`src/rtl/div_issue_ctrl_pkg.sv`:
```
// Shared definitions for the divider issue controller.
//  - XLEN_DEFAULT: default datapath width (the divider is XLEN wide)
//  - DIV_OP_*:     2-bit operation encodings driven by the EXU on in_op
//  - state_e:      one-hot controller states
package div_issue_ctrl_pkg;

  localparam int XLEN_DEFAULT = 64;

  localparam logic [1:0] DIV_OP_DIV  = 2'b00;
  localparam logic [1:0] DIV_OP_DIVU = 2'b01;
  localparam logic [1:0] DIV_OP_REM  = 2'b10;
  localparam logic [1:0] DIV_OP_REMU = 2'b11;

  typedef enum logic [4:0] {
    ST_IDLE  = 5'b00001,
    ST_ISSUE = 5'b00010,
    ST_WAIT  = 5'b00100,
    ST_RESP  = 5'b01000,
    ST_DRAIN = 5'b10000
  } state_e;

endpackage

```
`src/rtl/div_issue_ctrl_if.sv`:
```
// Handshake bus between the issue controller and the iterative divider.
//  master (controller): div_valid, div_sign, div_x, div_y out; div_result, div_rem, div_finish in
//  slave  (divider):    the mirror image
//  div_valid  request pulse          div_sign  signed-operation select
//  div_x/y    operands (held stable until div_finish)
//  div_result quotient, div_rem remainder, div_finish one-cycle done pulse
interface div_issue_ctrl_if import div_issue_ctrl_pkg::*; #(
  parameter int XLEN = XLEN_DEFAULT
);

  logic            div_valid;
  logic            div_sign;
  logic [XLEN-1:0] div_x;
  logic [XLEN-1:0] div_y;
  logic [XLEN-1:0] div_result;
  logic [XLEN-1:0] div_rem;
  logic            div_finish;

  modport master (
    output div_valid, div_sign, div_x, div_y,
    input  div_result, div_rem, div_finish
  );

  modport slave (
    input  div_valid, div_sign, div_x, div_y,
    output div_result, div_rem, div_finish
  );

endinterface

```
`src/rtl/div_issue_ctrl_operand_prep.sv`:
```
// Combinational operand preparation for the divider issue controller.
//  op, word, a, b    in   raw request from the EXU
//  x, y              out  operands extended to XLEN as the divider expects them
//  sign              out  signed operation (DIV/REM)
//  rem_sel           out  remainder requested (REM/REMU)
//  special           out  divide-by-zero or signed overflow; no divider request needed
//  special_result    out  final (already W-form sign-extended) result for the special case
module div_issue_ctrl_operand_prep import div_issue_ctrl_pkg::*; #(
  parameter int XLEN = XLEN_DEFAULT
) (
  input  logic [1:0]      op,
  input  logic            word,
  input  logic [XLEN-1:0] a,
  input  logic [XLEN-1:0] b,
  output logic [XLEN-1:0] x,
  output logic [XLEN-1:0] y,
  output logic            sign,
  output logic            rem_sel,
  output logic            special,
  output logic [XLEN-1:0] special_result
);

  logic [XLEN-1:0] min_ext;
  logic [XLEN-1:0] raw;
  logic            div_zero;
  logic            overflow;

  // Extend W-form operands, then detect the two cases the divider must not see.
  // The most negative value is compared in its extended form, so for W the
  // pattern is 0xFFFF_FFFF_8000_0000 (x has already been sign-extended).
  always_comb begin
    sign    = (op == DIV_OP_DIV) || (op == DIV_OP_REM);
    rem_sel = (op == DIV_OP_REM) || (op == DIV_OP_REMU);

    if (word) begin
      x = sign ? {{(XLEN-32){a[31]}}, a[31:0]} : {{(XLEN-32){1'b0}}, a[31:0]};
      y = sign ? {{(XLEN-32){b[31]}}, b[31:0]} : {{(XLEN-32){1'b0}}, b[31:0]};
      min_ext = {{(XLEN-31){1'b1}}, {31{1'b0}}};
    end else begin
      x = a;
      y = b;
      min_ext = {1'b1, {(XLEN-1){1'b0}}};
    end

    div_zero = (y == '0);
    overflow = sign && (x == min_ext) && (y == '1);
    special  = div_zero || overflow;

    if (div_zero) begin
      raw = rem_sel ? x : '1;
    end else begin
      raw = rem_sel ? '0 : min_ext;
    end

    // Unsigned W forms also return a sign-extended 32-bit value.
    special_result = word ? {{(XLEN-32){raw[31]}}, raw[31:0]} : raw;
  end

endmodule

```
`src/rtl/div_issue_ctrl.sv`:
```
// Requester side of the iterative divider handshake (RV64M DIV/DIVU/REM/REMU and W forms).
//  clk, rst_n                 clock, synchronous active-low reset
//  in_valid/in_ready          EXU request handshake; in_op, in_word, in_a, in_b request fields
//  flush                      kill the in-flight operation
//  out_valid/out_ready        result handshake; out_data quotient or remainder
//  div                        divider bus (master side)
module div_issue_ctrl import div_issue_ctrl_pkg::*; #(
  parameter int XLEN = XLEN_DEFAULT
) (
  input  logic             clk,
  input  logic             rst_n,
  input  logic             in_valid,
  output logic             in_ready,
  input  logic [1:0]       in_op,
  input  logic             in_word,
  input  logic [XLEN-1:0]  in_a,
  input  logic [XLEN-1:0]  in_b,
  input  logic             flush,
  output logic             out_valid,
  input  logic             out_ready,
  output logic [XLEN-1:0]  out_data,
  div_issue_ctrl_if.master div
);

  state_e          state_q, state_d;
  logic            in_ready_q, in_ready_d;
  logic            out_valid_q, out_valid_d;
  logic            div_valid_q, div_valid_d;
  logic            div_sign_q, div_sign_d;
  logic [XLEN-1:0] div_x_q, div_x_d;
  logic [XLEN-1:0] div_y_q, div_y_d;
  logic            rem_q, rem_d;
  logic            word_q, word_d;
  logic [XLEN-1:0] result_q, result_d;
  logic [XLEN-1:0] div_sel;

  logic [XLEN-1:0] prep_x;
  logic [XLEN-1:0] prep_y;
  logic            prep_sign;
  logic            prep_rem;
  logic            prep_special;
  logic [XLEN-1:0] prep_special_result;

  div_issue_ctrl_operand_prep #(.XLEN(XLEN)) u_prep (
    .op             (in_op),
    .word           (in_word),
    .a              (in_a),
    .b              (in_b),
    .x              (prep_x),
    .y              (prep_y),
    .sign           (prep_sign),
    .rem_sel        (prep_rem),
    .special        (prep_special),
    .special_result (prep_special_result)
  );

  // Next-state logic. Flush wins over div_finish and out_ready. A flush in the
  // same cycle as div_finish goes straight to IDLE, since the divider is
  // already done and DRAIN would wait for a finish that never comes.
  // Handshake outputs are derived from the next state so they are registered.
  always_comb begin
    state_d    = state_q;
    div_sign_d = div_sign_q;
    div_x_d    = div_x_q;
    div_y_d    = div_y_q;
    rem_d      = rem_q;
    word_d     = word_q;
    result_d   = result_q;
    div_sel    = rem_q ? div.div_rem : div.div_result;

    case (state_q)
      ST_IDLE: begin
        if (in_valid && !flush) begin
          rem_d  = prep_rem;
          word_d = in_word;
          if (prep_special) begin
            result_d = prep_special_result;
            state_d  = ST_RESP;
          end else begin
            div_x_d    = prep_x;
            div_y_d    = prep_y;
            div_sign_d = prep_sign;
            state_d    = ST_ISSUE;
          end
        end
      end
      ST_ISSUE: state_d = flush ? ST_IDLE : ST_WAIT;
      ST_WAIT: begin
        if (flush) begin
          state_d = div.div_finish ? ST_IDLE : ST_DRAIN;
        end else if (div.div_finish) begin
          result_d = word_q ? {{(XLEN-32){div_sel[31]}}, div_sel[31:0]} : div_sel;
          state_d  = ST_RESP;
        end
      end
      ST_RESP: begin
        if (flush || out_ready) state_d = ST_IDLE;
      end
      ST_DRAIN: begin
        if (div.div_finish) state_d = ST_IDLE;
      end
      default: state_d = ST_IDLE;
    endcase

    in_ready_d  = (state_d == ST_IDLE);
    out_valid_d = (state_d == ST_RESP);
    div_valid_d = (state_d == ST_ISSUE);
  end

  // State and datapath registers.
  always_ff @(posedge clk) begin
    if (!rst_n) begin
      state_q     <= ST_IDLE;
      in_ready_q  <= 1'b1;
      out_valid_q <= 1'b0;
      div_valid_q <= 1'b0;
      div_sign_q  <= 1'b0;
      div_x_q     <= '0;
      div_y_q     <= '0;
      rem_q       <= 1'b0;
      word_q      <= 1'b0;
      result_q    <= '0;
    end else begin
      state_q     <= state_d;
      in_ready_q  <= in_ready_d;
      out_valid_q <= out_valid_d;
      div_valid_q <= div_valid_d;
      div_sign_q  <= div_sign_d;
      div_x_q     <= div_x_d;
      div_y_q     <= div_y_d;
      rem_q       <= rem_d;
      word_q      <= word_d;
      result_q    <= result_d;
    end
  end

  // The request pulse is masked by flush so a flush during ISSUE stops the
  // divider from ever seeing the request.
  assign div.div_valid = div_valid_q & ~flush;
  assign div.div_sign  = div_sign_q;
  assign div.div_x     = div_x_q;
  assign div.div_y     = div_y_q;
  assign in_ready      = in_ready_q;
  assign out_valid     = out_valid_q;
  assign out_data      = result_q;

endmodule
```
`src/flat_wrapper.sv`:
```
// flat-port wrapper written by rule: the top's interface ports become plain ports
module div_issue_ctrl_flat import div_issue_ctrl_pkg::*;
#(
  parameter int XLEN = XLEN_DEFAULT
)
  (clk, rst_n, in_valid, in_ready, in_op, in_word, in_a, in_b, flush, out_valid, out_ready, out_data, div_div_valid, div_div_sign, div_div_x, div_div_y, div_div_result, div_div_rem, div_div_finish);
  div_issue_ctrl_if #(.XLEN(XLEN)) div_i ();
  input  logic clk;
  input  logic rst_n;
  input  logic in_valid;
  output logic in_ready;
  input  logic [1:0] in_op;
  input  logic in_word;
  input  logic [XLEN-1:0] in_a;
  input  logic [XLEN-1:0] in_b;
  input  logic flush;
  output logic out_valid;
  input  logic out_ready;
  output logic [XLEN-1:0] out_data;
  output wire logic [$bits(div_i.div_valid)-1:0] div_div_valid;
  output wire logic [$bits(div_i.div_sign)-1:0] div_div_sign;
  output wire logic [$bits(div_i.div_x)-1:0] div_div_x;
  output wire logic [$bits(div_i.div_y)-1:0] div_div_y;
  input wire logic [$bits(div_i.div_result)-1:0] div_div_result;
  input wire logic [$bits(div_i.div_rem)-1:0] div_div_rem;
  input wire logic [$bits(div_i.div_finish)-1:0] div_div_finish;
  assign div_div_valid = div_i.div_valid;
  assign div_div_sign = div_i.div_sign;
  assign div_div_x = div_i.div_x;
  assign div_div_y = div_i.div_y;
  assign div_i.div_result = div_div_result;
  assign div_i.div_rem = div_div_rem;
  assign div_i.div_finish = div_div_finish;
  div_issue_ctrl #(.XLEN(XLEN)) u_core (.clk(clk), .rst_n(rst_n), .in_valid(in_valid), .in_ready(in_ready), .in_op(in_op), .in_word(in_word), .in_a(in_a), .in_b(in_b), .flush(flush), .out_valid(out_valid), .out_ready(out_ready), .out_data(out_data), .div(div_i));
endmodule
```
`config.mk`:
```
export PLATFORM = sky130hd
export DESIGN_NAME = div_issue_ctrl_flat
export DESIGN_NICKNAME = d
export VERILOG_FILES = /design/src/rtl/div_issue_ctrl_pkg.sv /design/src/rtl/div_issue_ctrl_if.sv /design/src/rtl/div_issue_ctrl_operand_prep.sv /design/src/rtl/div_issue_ctrl.sv /design/src/flat_wrapper.sv
export SDC_FILE = /design/constraint.sdc
export NUM_CORES = 1
export LEC_CHECK = 0
export ABC_CLOCK_PERIOD_IN_PS = 3700
export CORE_AREA = 2 2 178 180
export DETAILED_ROUTE_END_ITERATION = 7
export DIE_AREA = 0 0 180 182
export GPL_ROUTABILITY_DRIVEN = 0
export PLACE_DENSITY = 0.7
export SKIP_LAST_GASP = 1
export SLEW_MARGIN = 0
export SYNTH_ARGS = -nofsm -noshare
export SYNTH_HDL_FRONTEND = slang
export SYNTH_SLANG_ARGS = --single-unit
```
`constraint.sdc`:
```
create_clock -name clk -period 3.7 [get_ports clk]
set_input_delay 0.74 -clock clk [delete_from_list [all_inputs] [get_ports clk]]
set_output_delay 0.74 -clock clk [all_outputs]
set_load 0.02 [all_outputs]
```
==> impl_metrics.tcl <==
set metrics [dict create \
    synth_common_cells "nand2_1 (262), dfxtp_1 (203), mux2i_1 (191)" \
    first_global_vias 11700 \
    rsz0062_at_grt "false" \
    cts_buffer_depth 3 \
    via_per_inst 5.57 \
    maxSlewHeadroom 0.306 \
    final_util 0.553 \
    layout.nets 1996 \
    ys_types 52 \
    synth.avg_cell_area_um2 8.50 \
    ir_drop_v 0.000283 \
    placementRows 65 \
    maxCapViolations 0 \
    synth_seq_area_share 0.364 \
    worstMarginPinSlew_ns 1.04 \
    design.core.area_um2 31000 \
    area_delta_synth_final_pct 53.5 \
    antenna_found_initial 1 \
    synth-seq-cells 203 \
    synth_edf_count 0 \
    numPlacedInstances 2107 \
    layout_min_cycle_time_ns 3.21 \
    fillers 2814 \
    drc 0 \
    critPathLaunchType "input pin" \
    root_buffer "clkbuf_16" \
    drt_pre_antenna_iters 5 \
    crit_fanout 33 \
    synthFlopType "dfxtp_1" \
    post_cts_buffers 0 \
    cp.required_ns 4.09 \
    hold_buffers 0 \
    track_usage 0.263 \
    tritoncts "built" \
    cts_num_sinks 203 \
    period_share 0.867 \
    wl_per_cell_um 21.3 \
    fin_skew_ns 0.00791 \
    yosysWarningCount 0 \
    synthArstFlopShare 0 \
    setup_viol 0 \
    htreeDepth 1 \
    antenna_left 0 \
    fmax_mhz 312 \
    insertion_delay_ns 0.53 \
    synth_top_area_frac 0.364 \
    fin_total_pwr_uw 6150 \
    portBuffers 460 \
    min_path_type "reg2reg" \
    criticalPathCategory "in2reg" \
    synthTopCellsByArea "dfxtp_1 (36%), mux2i_1 (17%), nand2_1 (8.8%)" \
    clkSlewWorstSetupHoldPaths_ns 0.06 \
    holdWs_ns 0.457 \
    postCtsResizedCells 0 \
    initial_core_util 0.361 \
    gr-total-overflow 0 \
    syn_nets 1579 \
    hold_viol_final 0 \
    grt_start_max_net_pins 86 \
    die_w_um 180 \
    numCtsBuffers 24 \
    synth_area_um2 11200 \
    dieArea_um2 32800 \
    drive_gt1_frac 0.0963 \
    drt_iter0_drc 874 \
    p_per_area_nw_per_um2 358 \
    final-instance-count-excl-fill 2147 \
    num_vias 12000 \
    dp_hpwl_um 33600 \
    drv_slew 0 \
    die_y_um 182 \
    routed_wirelength_um 45700 \
    setup-tns-final_ns 0 \
    synthCells 1314 \
    grt_pass1_wl_um 68700 \
    ios 461 \
    synth_most_common_cell "nand2_1" \
    arrival_ns 3.60 \
    status "completed" \
    yosys.area.top_type "dfxtp_1" \
    p_leak_uw 0.00621 \
    worstSetupEndpointType "register" \
]
==> flip-flops by register name, summed over array words and instances, names as in the netlist <==
name	flops
u_core.div.div_y	64
u_core.in_ready	1
u_core.out_data	64
u_core.div_valid_q	1
u_core.state_q	5
u_core.rem_q	1
u_core.out_valid	1
u_core.div.div_sign	1
u_core.word_q	1
u_core.div.div_x	64
==> report_power, final <==
group	switching (µW)	leakage [µW]	internal [µW]
Combinational	633	0.00416	637
Sequential	69.9	0.00165	2290
Clock	960	0.000402	1560
Total	1660	0.00621	4480
==> worst max-delay path: stages <==
cell and delay, ns:
clkdlybuf4s50_1 0.48, nor3_1 0.48, o211ai_1 0.13, or3_2 0.69, buf_4 0.24, o22ai_1 0.23
o22ai_4 0.16, buf_12 0.23, mux2i_1 0.16
==> area by class of cell <==
cell class	count	area, µm²	area share
antenna	1	2.50	0.000146
sequential	203	4070	0.237
inverter	35	133	0.00773
tap	402	503	0.0293
timing repair buffer	528	5250	0.306
multi-input combinational	939	6370	0.371
clock buffer	31	678	0.0396
clock inverter	8	143	0.00832
==> per-layer routing <==
layer / share of wire / GRT usage / vias to the layer above
met5: 0 / 0 / -
met3: 0.073 / 0.0529 / 78
met4: 0.032 / 0.0813 / 0
met1: 0.41 / 0.326 / 5720
li1: - / - / 5630
met2: 0.48 / 0.457 / 529
==> through the flow <==
| step | setup WS (ns) | cell area [µm²] |
|---|---|---|
| after floorplan | 0.670 | 11200 |
| after global placement | 0.0141 | 16300 |
| after detailed placement | 0.00714 | 16300 |
| after CTS | 0.527 | 17100 |
| after global routing | 0.379 | 17100 |
| final | 0.492 | 17100 |
==> cell families after synthesis <==
group / count (synthesis) / share of synthesized area
AOI/OAI and AO/OA: 286 / 0.204
xor gates and xnor gates: 1 / 0.000784
buffers and inverters: 172 / 0.0708
DFF: 203 / 0.364
muxes: 192 / 0.172
and+or+nand+nor: 460 / 0.189
==> final timing paths <==
kind                        startpoint              endpoint  slack [ns]  cells after the start
setup / recovery              in_b[44]   u_core.out_data[34]        0.49                      9
hold / removal    u_core.div.div_y[21]  u_core.div.div_y[21]        0.46                      2
setup reg to reg     u_core.state_q[2]  u_core.div.div_y[14]        1.29                      6
hold reg to reg   u_core.div.div_y[21]  u_core.div.div_y[21]        0.46                      2
==> cell usage in the layout, fill, tap and decap left out, types with 3 or more instances in the layout <==
cell type	synthesis	layout
a2111oi_0	33	33
a21oi_1	11	9
a311oi_1	19	19
a311oi_2	43	43
a31oi_1	66	66
and4_1	3	3
buf_12	0	11
buf_4	0	57
bufinv_16	0	4
clkbuf_1	108	3
clkbuf_16	0	25
clkbuf_8	0	4
clkdlybuf4s50_1	0	458
clkinv_2	0	4
dfxtp_1	203	202
inv_1	33	33
mux2i_1	191	191
nand2_1	262	262
nand2b_1	3	3
nand3_1	8	7
nand3b_1	4	4
nand4_1	15	15
nor2_1	44	44
nor2b_1	34	34
nor3_1	37	36
nor4_1	29	29
o211ai_1	32	32
o21ai_0	57	57
o21ai_1	12	12
or4_1	4	4
Note: power is estimated with default switching activity, not from simulation.
